==> config.mk <==
export PLATFORM = sky130hd
export DESIGN_NAME = uart_tx_scheduler
export DESIGN_NICKNAME = d
export VERILOG_FILES = /design/src/rtl/uart_tx_scheduler.sv
export SDC_FILE = /design/constraint.sdc
export NUM_CORES = 1
export LEC_CHECK = 0
export BUFFER_PORTS_ARGS = -buffer_cell sky130_fd_sc_hd__clkbuf_2
export CORE_MARGIN = 3
export CORE_UTILIZATION = 45
export CTS_CLUSTER_DIAMETER = 120
export DETAILED_ROUTE_END_ITERATION = 10
export PLACE_DENSITY = 0.77
export SLEW_MARGIN = 20
export SYNTH_ARGS = -nofsm -noshare
export SYNTH_HDL_FRONTEND = slang
export SYNTH_SLANG_ARGS = --single-unit
export TNS_END_PERCENT = 20
==> constraint.sdc <==
create_clock -name clock -period 1.9 [get_ports clock]
set_input_delay 0.19 -clock clock [delete_from_list [all_inputs] [get_ports clock]]
set_output_delay 0.19 -clock clock [all_outputs]
set_load 0.02 [all_outputs]
==> src/rtl/uart_tx_scheduler.sv <==
// rtl/uart_tx_scheduler.sv - round-robin transmit arbiter and config sequencer toward uart_top 4-phase handshakes
// Optional ack timeout and sticky timeout_err port enabled by defining UART_TX_SCHED_TIMEOUT_EN.
module uart_tx_scheduler #(
    parameter int NUM_REQ         = 4,
    parameter int UART_DATA_WIDTH = 8,
    parameter int CONFIG_WIDTH    = 8,
    parameter int SYNC_STAGE      = 2,
    parameter int TIMEOUT         = 1024,
    localparam int IDW            = $clog2(NUM_REQ)
) (
    input  logic                               clock,
    input  logic                               reset,
    input  logic [NUM_REQ-1:0]                 req_valid,
    input  logic [NUM_REQ*UART_DATA_WIDTH-1:0] req_data,
    output logic [NUM_REQ-1:0]                 req_ready,
    input  logic                               cfg_valid,
    input  logic [CONFIG_WIDTH-1:0]            cfg_data,
    output logic                               cfg_ready,
    output logic                               async_tx_d_req,
    input  logic                               async_tx_d_ack,
    output logic [UART_DATA_WIDTH-1:0]         async_tx_d,
    output logic                               async_conf_req,
    input  logic                               async_conf_ack,
    output logic [CONFIG_WIDTH-1:0]            async_conf,
    output logic [IDW-1:0]                     grant_id,
`ifdef UART_TX_SCHED_TIMEOUT_EN
    output logic                               timeout_err,
`endif
    output logic                               busy
);

    typedef enum logic [2:0] {
        IDLE  = 3'd0,
        D_REQ = 3'd1,
        D_REL = 3'd2,
        C_REQ = 3'd3,
        C_REL = 3'd4
    } state_t;

    state_t                       r_state;
    state_t                       w_next;
    logic [SYNC_STAGE-1:0]        r_dack_sync;
    logic [SYNC_STAGE-1:0]        r_cack_sync;
    logic                         w_dack_s;
    logic                         w_cack_s;
    logic                         r_run;
    logic [IDW-1:0]               r_ptr;
    logic [IDW-1:0]               w_ptr_nxt;
    logic [IDW-1:0]               w_pick;
    logic [IDW:0]                 w_idx;
    logic                         w_found;
    logic                         w_grant_d;
    logic                         w_grant_c;
    logic                         r_dreq;
    logic                         r_creq;
    logic [UART_DATA_WIDTH-1:0]   r_tx_d;
    logic [CONFIG_WIDTH-1:0]      r_conf;
    logic [IDW-1:0]               r_gid;

    always_ff @(posedge clock or negedge reset) begin
        if (!reset) begin
            r_dack_sync <= '0;
            r_cack_sync <= '0;
        end else begin
            r_dack_sync <= {r_dack_sync[SYNC_STAGE-2:0], async_tx_d_ack};
            r_cack_sync <= {r_cack_sync[SYNC_STAGE-2:0], async_conf_ack};
        end
    end

    assign w_dack_s = r_dack_sync[SYNC_STAGE-1];
    assign w_cack_s = r_cack_sync[SYNC_STAGE-1];

    // First valid requester at or after the pointer, wrapping modulo NUM_REQ.
    always_comb begin
        w_found = 1'b0;
        w_pick  = '0;
        w_idx   = '0;
        for (int k = 0; k < NUM_REQ; k++) begin
            w_idx = {1'b0, r_ptr} + (IDW+1)'(k);
            if (w_idx >= (IDW+1)'(NUM_REQ)) begin
                w_idx = w_idx - (IDW+1)'(NUM_REQ);
            end
            if (!w_found && req_valid[w_idx[IDW-1:0]]) begin
                w_found = 1'b1;
                w_pick  = w_idx[IDW-1:0];
            end
        end
    end

    assign w_ptr_nxt = (w_pick == IDW'(NUM_REQ-1)) ? '0 : w_pick + IDW'(1);

`ifdef UART_TX_SCHED_TIMEOUT_EN
    localparam int CW = $clog2(TIMEOUT+1);
    logic [CW-1:0] r_cnt;
    logic          r_tmo_err;
    logic          w_tmo;
`endif

    always_comb begin
        w_next    = r_state;
        w_grant_d = 1'b0;
        w_grant_c = 1'b0;
`ifdef UART_TX_SCHED_TIMEOUT_EN
        w_tmo     = 1'b0;
`endif
        case (r_state)
            IDLE: begin
                // r_run keeps ready pulses off during reset; acks must both be low before any grant.
                if (r_run && !w_dack_s && !w_cack_s) begin
                    if (cfg_valid) begin
                        w_grant_c = 1'b1;
                        w_next    = C_REQ;
                    end else if (w_found) begin
                        w_grant_d = 1'b1;
                        w_next    = D_REQ;
                    end
                end
            end
            D_REQ:   if (w_dack_s)  w_next = D_REL;
            D_REL:   if (!w_dack_s) w_next = IDLE;
            C_REQ:   if (w_cack_s)  w_next = C_REL;
            C_REL:   if (!w_cack_s) w_next = IDLE;
            default: w_next = IDLE;
        endcase
`ifdef UART_TX_SCHED_TIMEOUT_EN
        if (r_state != IDLE && r_cnt == CW'(TIMEOUT-1)) begin
            w_next = IDLE;
            w_tmo  = 1'b1;
        end
`endif
    end

    always_ff @(posedge clock or negedge reset) begin
        if (!reset) begin
            r_state <= IDLE;
            r_run   <= 1'b0;
            r_ptr   <= '0;
            r_dreq  <= 1'b0;
            r_creq  <= 1'b0;
            r_tx_d  <= '0;
            r_conf  <= '0;
            r_gid   <= '0;
        end else begin
            r_state <= w_next;
            r_run   <= 1'b1;
            r_dreq  <= (w_next == D_REQ);
            r_creq  <= (w_next == C_REQ);
            if (w_grant_d) begin
                r_tx_d <= req_data[w_pick*UART_DATA_WIDTH +: UART_DATA_WIDTH];
                r_gid  <= w_pick;
                r_ptr  <= w_ptr_nxt;
            end
            if (w_grant_c) begin
                r_conf <= cfg_data;
            end
        end
    end

`ifdef UART_TX_SCHED_TIMEOUT_EN
    // Counter restarts on every state change so each wait phase gets its own budget.
    always_ff @(posedge clock or negedge reset) begin
        if (!reset) begin
            r_cnt     <= '0;
            r_tmo_err <= 1'b0;
        end else begin
            if (w_next != r_state || r_state == IDLE) begin
                r_cnt <= '0;
            end else begin
                r_cnt <= r_cnt + CW'(1);
            end
            if (w_tmo) begin
                r_tmo_err <= 1'b1;
            end
        end
    end

    assign timeout_err = r_tmo_err;
`endif

    assign req_ready      = w_grant_d ? ({{(NUM_REQ-1){1'b0}}, 1'b1} << w_pick) : '0;
    assign cfg_ready      = w_grant_c;
    assign async_tx_d_req = r_dreq;
    assign async_conf_req = r_creq;
    assign async_tx_d     = r_tx_d;
    assign async_conf     = r_conf;
    assign grant_id       = r_gid;
    assign busy           = (r_state != IDLE);

endmodule
==> flow_summary.toml, run 1 <==
[outcome]
status = "complete, but fails checks"
violations = "negative setup slack"

[yosys]
yosys.area.top_type_share_pct = 36.52
synth_cells = 214
ys_ff_latch = 30
synth_common_cells = "dfrtp_1, inv_1, nand2b_1"
synth_nets = 267
yosysTopAreaCell = "dfrtp_1"
synthFlopType = "dfrtp_1"
ys_types = 39
ys_seq_area_share_pct = 36.52
synth_area_leaders = "dfrtp_1, o32ai_1, a311oi_2"
yosys_warnings = 0
netlist_area_um2 = 2056
async_flop_share_pct = 100.0
yosysMostFrequentCell = "dfrtp_1"
synth_edf_count = 0
synth_area_per_cell_um2 = 9.606

[worst_setup_path]
ff2ff_path_depth = 5
worstPathRequired_ns = 1.71
cp_num_buf_inv = 3
crit_family = "flip-flops"
crit_path_start_kind = "flip-flop"
slowest_stage = "dfrtp_2"
crit_path_max_fanout = 4
rrSetupSlack_ns = 0.06
crit_path_end_kind = "primary output"
reg2reg_from = "r_state[2]"
cp_slowest_stage_delay_ns = 0.43
cp_cell_sequence = "nand2_2 -> a221o_1 -> and2_4 -> inv_4 -> ha_4 -> inv_2 -> nor2_4 -> buf_8"
crit_arrival_ns = 1.77
worstReg2RegEnd = "async_tx_d[2]"
path_class = "flip-flop to primary output"

[route]
firstDrtPassIters = 4
totalWireLength_um = 5637
ant_nets = 0
wl_met2_um = 2745
wl_met1_um = 2313
vias_per_cell = 5.817
wl_met3_um = 505
vias = 2036
dr.max_layer_used = "met4"
drc_errors = 0
wl_per_cell_um = 16.11
drt_iter0_markers = 114

[power]
powerDensity_nw_per_um2 = 1232
ir_drop_v = 0.0007654
power_uw = 3456
p_leak_uw = 0.001305

[finish]
area_delta_synth_final_pct = 36.46
final_cells = 350
layout-drive-gt1-share_pct = 45.67
stdcell_area_um2 = 2805
final_nets = 352
diodes = 0

[timing]
setup_viol = 4
hold_viol = 0
drv_slew = 0
grt_setup_unrepaired = "true"
fin_ws_ns = -0.06392
slew-limit-headroom_pct = 50.43
fin_crit_sh_pct = 103.4
worst_pin_slew_ns = 0.7435
clock_skew_ns = 0.007463
max_freq_mhz = 509.2
period_minus_slack_ns = 1.964

[floorplan]
rows = 23
die-area_um2 = 5415
start_util_pct = 48.93
num_io_pins = 75
die_h_um = 73.59
core_um2 = 4202
die_w_um = 73.59

[grt]
grt_pass1_vias = 1888
grt_use_total_pct = 21.78
grt_remaining_overflow = 0
antenna_found_initial = 0
grt_max_degree = 31
grt_first_pass_wirelength_um = 9011

[job]
cap_violations = 0

[cts]
cts_tree = "built"
numCtsBuffers = 5
clkLatencyLatePin_ns = 0.29
cts_max_level = 2
clockBufferDepth = 2
ctsRootBufferMaster = "clkbuf_8"
numClockSinks = 30
clk_pin_slew_ns = 0.07

[worst_hold_path]
min_from = "async_conf_ack"
min_path_type = "input pin to flip-flop"
whs_path_depth = 1
min_to = "r_cack_sync[0]"

[placement]
dpl_cell_area_um2 = 2494
placedCellCount = 333
dp_hpwl_um = 3944
gp_congestion = 0.8725
io_buffers = 74
==> power breakdown <==
part / switching (uW) / internal (uW) / leakage, uW
combinational: 1080 / 780 / 0.000886
sequential: 181 / 882 / 0.000371
clock: 245 / 292 / 0.0000482
==> routing by layer <==
metal / track usage [%] / up-vias
li1: - / 967
met2: 33.96 / 77
met4: 6.640 / 0
met1: 29.63 / 985
met3: 5.609 / 7
met5: 0 / -
==> flip-flops by register name (all words and copies together) (netlist names) <==
signal          flops
async_tx_d_req      1
grant_id            2
async_conf_req      1
r_ptr               2
async_tx_d          8
r_dack_sync         2
async_conf          8
r_run               1
r_cack_sync         2
r_state             3
==> placed cells by master, fill, tap and decap left out, types with 3 or more instances in the layout <==
cell type / Yosys / final
o21ai_0: 3 / 3
ha_4: 0 / 3
mux2_1: 8 / 8
a311oi_1: 7 / 4
inv_1: 25 / 21
nand2_1: 16 / 14
a211oi_1: 16 / 16
inv_2: 1 / 3
dfrtp_1: 30 / 28
clkbuf_2: 0 / 70
buf_4: 2 / 22
a311oi_2: 9 / 12
o221ai_1: 8 / 7
o32ai_1: 16 / 16
clkbuf_8: 0 / 6
nand2b_1: 20 / 19
==> worst max path at each step <==
stage	startpoint	to	depth (start not counted)
global placement	req_valid[0]	grant_id[0]	5
CTS	r_ptr[1]	req_ready[0]	8
finish	r_ptr[1]	req_ready[1]	8
detailed placement	r_ptr[1]	req_ready[1]	8
floorplan	r_ptr[1]	req_ready[0]	9
global route	r_ptr[1]	req_ready[0]	8
==> cell families after synthesis <==
kind of cell / synth area share (%)
muxes: 5.599
xor gates and xnor gates: 0.4261
and+or+nand+nor: 13.76
AOI/OAI and AO/OA: 30.68
adders and majority gates: 2.435
DFF: 36.52
buffers and inverters: 10.41
other: 0.1824
==> cell type report <==
type | count | area [um2]
sequential | 30 | 753.2
timing repair buffer | 97 | 576.8
fill | 352 | 1396
tap | 50 | 62.56
inverter | 26 | 102.6
multi-input combinational | 139 | 1219
clock buffer | 7 | 86.33
clock inverter | 1 | 5.005
==> timing repair <==
item | CTS | global route
setup endpoints to repair | 4 | 12
pin swaps | 7 | 11
endpoints found under the hold margin | 30 | 1
setup buffers | 3 | 4
gates resized for setup | 24 | 16
hold buffers | 1 | 1
==> stage by stage <==
stage / hold slack, ns / setup TNS (ns) / utilization, % / worst slack [ns]
3_5_place_dp: 0.2803 / 0 / 59.35 / 0.06749
6_report: 0.008533 / -0.1719 / 66.77 / -0.06392
4_1_cts: 0.002491 / -0.2685 / 64.62 / -0.08140
2_1_floorplan: -0.1056 / -0.08462 / - / -0.04606
5_1_grt: 0.007295 / -0.6018 / 66.77 / -0.1447
3_3_place_gp: 0.2756 / 0 / 59.35 / 0.1260
(Power assumes the default switching activity.)
==> run 2, diff against run 1 <==
- ABC_AREA: default -> 1
- CORE_UTILIZATION: 45 -> 44
- PLACE_DENSITY: 0.77 -> 0.76
==> flow_summary.toml, run 2 <==
[outcome]
status = "complete, but fails checks"
violations = "negative setup slack"

[yosys]
yosys_warnings = 0
synth_edf_count = 0
ys_ff_latch = 30
yosys.area.top_type_share_pct = 39.79
synth_area_per_cell_um2 = 7.040
synth_common_cells = "nand2_1, inv_1, dfrtp_1"
synth_nets = 321
async_flop_share_pct = 100.0
ys_types = 27
yosysMostFrequentCell = "nand2_1"
ys_seq_area_share_pct = 39.79
netlist_area_um2 = 1887
synth_area_leaders = "dfrtp_1, nand2_1, inv_1"
synth_cells = 268
synthFlopType = "dfrtp_1"
yosysTopAreaCell = "dfrtp_1"

[route]
totalWireLength_um = 5172
wl_per_cell_um = 12.06
firstDrtPassIters = 4
drt_iter0_markers = 39
vias = 2027
drc_errors = 0
vias_per_cell = 4.725
ant_nets = 0

[cts]
cts_max_level = 2
numClockSinks = 30
clockBufferDepth = 2
numCtsBuffers = 5
ctsRootBufferMaster = "clkbuf_8"
cts_tree = "built"
clk_pin_slew_ns = 0.07
clkLatencyLatePin_ns = 0.27

[worst_setup_path]
crit_path_end_kind = "primary output"
cp_cell_sequence = "buf_6 -> nand2_4 -> nand2_4 -> nand2_2 -> nand2_2 -> nor2_4 -> nand2_1 -> nand3_2 -> nand2_4 -> inv_6 -> ha_4 -> inv_4 -> nor2_4 -> buf_8"
worstPathRequired_ns = 1.71
cp_num_buf_inv = 4
crit_cells = 14
slowest_stage = "dfrtp_2"
worstReg2RegEnd = "async_tx_d[6]"
cp-startpoint = "r_ptr[0]"
critPathCapture = "req_ready[3]"
crit_arrival_ns = 2.11
ff2ff_path_depth = 15
cp_slowest_stage_delay_ns = 0.47
path_class = "flip-flop to primary output"
crit_path_max_fanout = 5
crit_top_cell = "nand2_4"
reg2reg_from = "r_ptr[0]"
crit_path_start_kind = "flip-flop"
crit_family = "simple AND/OR/NAND/NOR gates"
rrSetupSlack_ns = -0.22

[timing]
period_minus_slack_ns = 2.302
drv_slew = 0
slew-limit-headroom_pct = 52.09
clock_skew_ns = 0.004834
fin_hold_ws_ns = 0.01872
setup_viol = 16
worst_pin_slew_ns = 0.7187
max_freq_mhz = 434.4
fin_crit_sh_pct = 121.2
grt_setup_unrepaired = "true"
fin_ws_ns = -0.4021
hold_viol = 0

[floorplan]
start_util_pct = 46.50
core_um2 = 4058
die_h_um = 71.49
rows = 23
die_w_um = 71.49
num_io_pins = 75
die-area_um2 = 5110

[power]
powerDensity_nw_per_um2 = 1907
power_uw = 5574
ir_drop_v = 0.001431
p_leak_uw = 0.001681

[finish]
multi_input_comb_area_um2 = 1136
final_nets = 431
mostFrequentLayoutCell = "nand2_1"
fillerInstances = 319
final_core_utilization_pct = 72.03
ff_latch_area_um2 = 753.2
area_delta_synth_final_pct = 54.91
stdcell_area_um2 = 2923
layout-drive-gt1-share_pct = 47.49
diodes = 0
layout_common_cells = "nand2_1, clkbuf_2, dfrtp_1, buf_4, inv_1"

[grt]
grt_pass1_vias = 1960
grt_first_pass_wirelength_um = 8514
grt_remaining_overflow = 0
grt_use_total_pct = 20.70
antenna_found_initial = 0
grt_max_degree = 31

[placement]
io_buffers = 74
dp_hpwl_um = 3642
gp_congestion = 0.8673
dpl_cell_area_um2 = 2484
pre_cts_slack_ns = -0.2096

[worst_hold_path]
whs_path_depth = 1
min_path_type = "input pin to flip-flop"

[job]
cap_violations = 0
-- run 2: final cells by class --
class / count / share of cell area [%]
sequential: 30 / 25.77
inverter: 37 / 5.265
multi-input combinational: 194 / 38.87
clock buffer: 6 / 2.825
clock inverter: 2 / 0.4281
timing repair buffer: 110 / 24.70
tap: 50 / 2.140
-- run 2: worst min-delay path by stage --
stage | startpoint | to | slack [ns]
after floorplan | reset | async_conf[0] | -0.11
after global placement | reset | async_conf_req | 0.28
after detailed placement | reset | async_tx_d_req | 0.29
after CTS | async_conf_ack | r_cack_sync[0] | 0.01
after global routing | async_conf_ack | r_cack_sync[0] | 0.01
final | async_conf_ack | r_cack_sync[0] | 0.02
-- run 2: power breakdown --
| part | internal [uW] | total [uW] | leakage (uW) | switching, uW |
|---|---|---|---|---|
| Combinational | 1700 | 4000 | 0.00126 | 2310 |
| Clock | 291 | 527 | 0.0000472 | 236 |
| Sequential | 876 | 1040 | 0.000373 | 167 |
-- run 2: logic make-up after synthesis --
logic type | Yosys count | share of synthesized area (%)
compound gates | 8 | 2.719
fa+ha+maj | 4 | 2.653
buf+inv | 44 | 11.14
flops | 30 | 39.79
other cells | 1 | 0.1987
simple gates | 181 | 43.50
-- run 2: timing repair --
action,CTS,global route
buffers inserted,8,4
resized for setup,44,36
hold endpoints to repair,30,0
pin swaps,17,22
endpoints found under the setup margin,16,17
hold buffers,1,0
-- run 2: per-stage QoR --
step                      setup TNS (ns)  instances
after floorplan                 -0.02630        268
after global placement           -0.9491        409
after detailed placement          -1.605        409
after CTS                         -2.081        426
after global routing              -4.782        429
final                             -3.051        429
-- run 2: routing by layer --
layer	part of all wire, %	GRT usage [%]	up-vias
li1	-	-	1037
met1	40	24.48	914
met2	52	37.35	62
met3	4.9	3.647	14
met4	2.5	7.516	0
met5	0	0	-
==> run 3, diff against run 2 <==
--- a/config.mk
+++ b/config.mk
@@ -12,5 +12,5 @@
 export CTS_CLUSTER_DIAMETER = 120
 export DETAILED_ROUTE_END_ITERATION = 10
-export PLACE_DENSITY = 0.76
+export PLACE_DENSITY = 0.87
 export SLEW_MARGIN = 20
 export SYNTH_ARGS = -nofsm -noshare
==> constraint.sdc (replaced) <==
create_clock -name clock -period 1.9 [get_ports clock]
set_input_delay 0.38 -clock clock [delete_from_list [all_inputs] [get_ports clock]]
set_output_delay 0.38 -clock clock [all_outputs]
set_load 0.02 [all_outputs]
==> flow_summary.toml, run 3 (synthesized netlist as in run 2, its figures left out) <==
[grt]
grt_use_met3_pct = 3.506
grt_first_pass_wirelength_um = 8942
grt_max_degree = 31
grtUsageMet2_pct = 36.73
grt_remaining_overflow = 0
grt_use_met1_pct = 27.71
grt_pass1_vias = 2032
antenna_found_initial = 0
grt_use_total_pct = 21.56
busiest_layer = "met2"

[worst_setup_path]
crit_path_start_kind = "flip-flop"
rrSetupSlack_ns = -0.33
path_class = "flip-flop to primary output"
crit_path_end_kind = "primary output"
ff2ff_path_depth = 16
worstPathRequired_ns = 1.52
worstReg2RegEnd = "async_tx_d[0]"
crit_arrival_ns = 2.14
reg2reg_from = "r_ptr[0]"
crit_path_max_fanout = 5

[cts]
ctsRootBufferMaster = "clkbuf_8"
clkLatencyLatePin_ns = 0.28
numCtsBuffers = 5
numClockSinks = 30
cts_max_level = 2
hold_buffers = 0
clockBufferDepth = 2
cts_tree = "built"
clk_pin_slew_ns = 0.07

[finish]
layout-drive-gt1-share_pct = 47.24
area_delta_synth_final_pct = 55.11
mostFrequentLayoutCell = "nand2_1"
final_cells = 431
diodes = 0
final_nets = 433
layout_common_cells = "nand2_1, clkbuf_2, buf_4, dfrtp_1, inv_1"

[timing]
clock_skew_ns = 0.008060
worst_pin_slew_ns = 0.7143
slew-limit-headroom_pct = 52.38
grt_setup_unrepaired = "true"
drv_slew = 0
fin_crit_sh_pct = 132.6
period_minus_slack_ns = 2.520
max_freq_mhz = 396.8
hold_viol = 0
fin_ws_ns = -0.6202
setup_viol = 16

[route]
ant_nets = 0
wl_per_cell_um = 12.76
drc_errors = 0
totalWireLength_um = 5500
vias = 2079
firstDrtPassIters = 4
vias_per_cell = 4.824
drt_iter0_markers = 135

[placement]
dp_hpwl_um = 3644
gp_congestion = 0.9113
placedCellCount = 413
pre_cts_slack_ns = -0.3847
io_buffers = 74

[power]
power_uw = 5804
powerDensity_nw_per_um2 = 1983
p_leak_uw = 0.001689
internal-power_uw = 2968
seq_power_share_pct = 18.0
clockPowerShare_pct = 8.8
p_comb_share_pct = 73.2
p_switching_uw = 2836
ir_drop_v = 0.001421
swShare_pct = 48.86

[outcome]
violations = "negative setup slack"
status = "complete, but fails checks"

[worst_hold_path]
min_path_type = "input pin to asynchronous set/reset pin"

[floorplan]
start_util_pct = 46.50
die-area_um2 = 5110
num_io_pins = 75
die_h_um = 71.49
core_um2 = 4058
rows = 23
die_w_um = 71.49

[job]
cap_violations = 0
==> run 3: cell count changes in the layout (fill, tap and decap cells not counted), sizes merged <==
| cell | delta |
|---|---|
| clkinvlp | -1 |
| clkinv | -1 |
| clkbuf | +2 |
| inv | +1 |
| buf | +2 |
| dlygate4sd3 | -1 |
==> run 3: worst max-delay path, cell delays in order, from the launching register on <==
cell     delay (ns)
dfrtp_2        0.46
buf_6          0.14
nand2_1        0.11
nand3_2        0.14
buf_4          0.16
nand2_1        0.07
nand2_1        0.09
nand3_2        0.11
nand2_4        0.10
inv_6          0.10
ha_4           0.14
inv_4          0.04
nor2_4         0.10
buf_8          0.12
==> run 3: per-layer routing <==
layer  share of wire (%)  routed length [um]  up-vias
met2                  49                2718       90
li1                    -                   -     1041
met3                 6.2                 341       25
met4                 4.7                 261        0
met1                  40                2179      923
met5                   0                   0        -
==> run 3: per-stage QoR <==
stage	utilization (%)	hold slack [ns]	TNS, ns	instance area [um2]
after floorplan	-	0.08441	-0.7863	1927
after global placement	61.95	0.3347	-2.464	2514
after detailed placement	61.95	0.3393	-3.558	2514
after CTS	69.81	0.1607	-3.395	2833
after global routing	72.12	0.2005	-7.016	2927
final	72.12	0.1443	-5.419	2927
==> run 3: what timing repair did <==
action / in CTS / in global routing
gates resized for setup: 48 / 20
endpoints found under the setup margin: 17 / 17
buffers inserted: 7 / 3
pin swaps: 16 / 17
==> run 3: how the worst max path moves through the flow <==
stage	start	end	slack (ns)	cells past startpoint
finish	r_ptr[0]	req_ready[3]	-0.62	13
global route	r_ptr[0]	req_ready[3]	-0.70	13
CTS	r_ptr[0]	req_ready[3]	-0.53	14
detailed placement	r_ptr[0]	req_ready[3]	-0.38	14
global placement	r_ptr[0]	req_ready[3]	-0.29	14
floorplan	r_ptr[0]	req_ready[0]	-0.20	13
==> run 3: final cells by class <==
cell class	instances	area, um2
sequential	30	753.2
fill	297	1131
tap	50	62.56
inverter	37	153.9
timing repair buffer	112	737.0
clock inverter	1	5.005
multi-input combinational	194	1129
clock buffer	7	86.33
==> run 3: power by group through the flow <==
stage / combinational, uW / sequential (uW) / clock (uW)
after floorplan: 1940 / 1230 / 0
after global placement: 3070 / 1040 / 0
after detailed placement: 3160 / 1040 / 0
after CTS: 3770 / 1040 / 522
after global routing: 4600 / 1070 / 552
final: 4250 / 1040 / 511
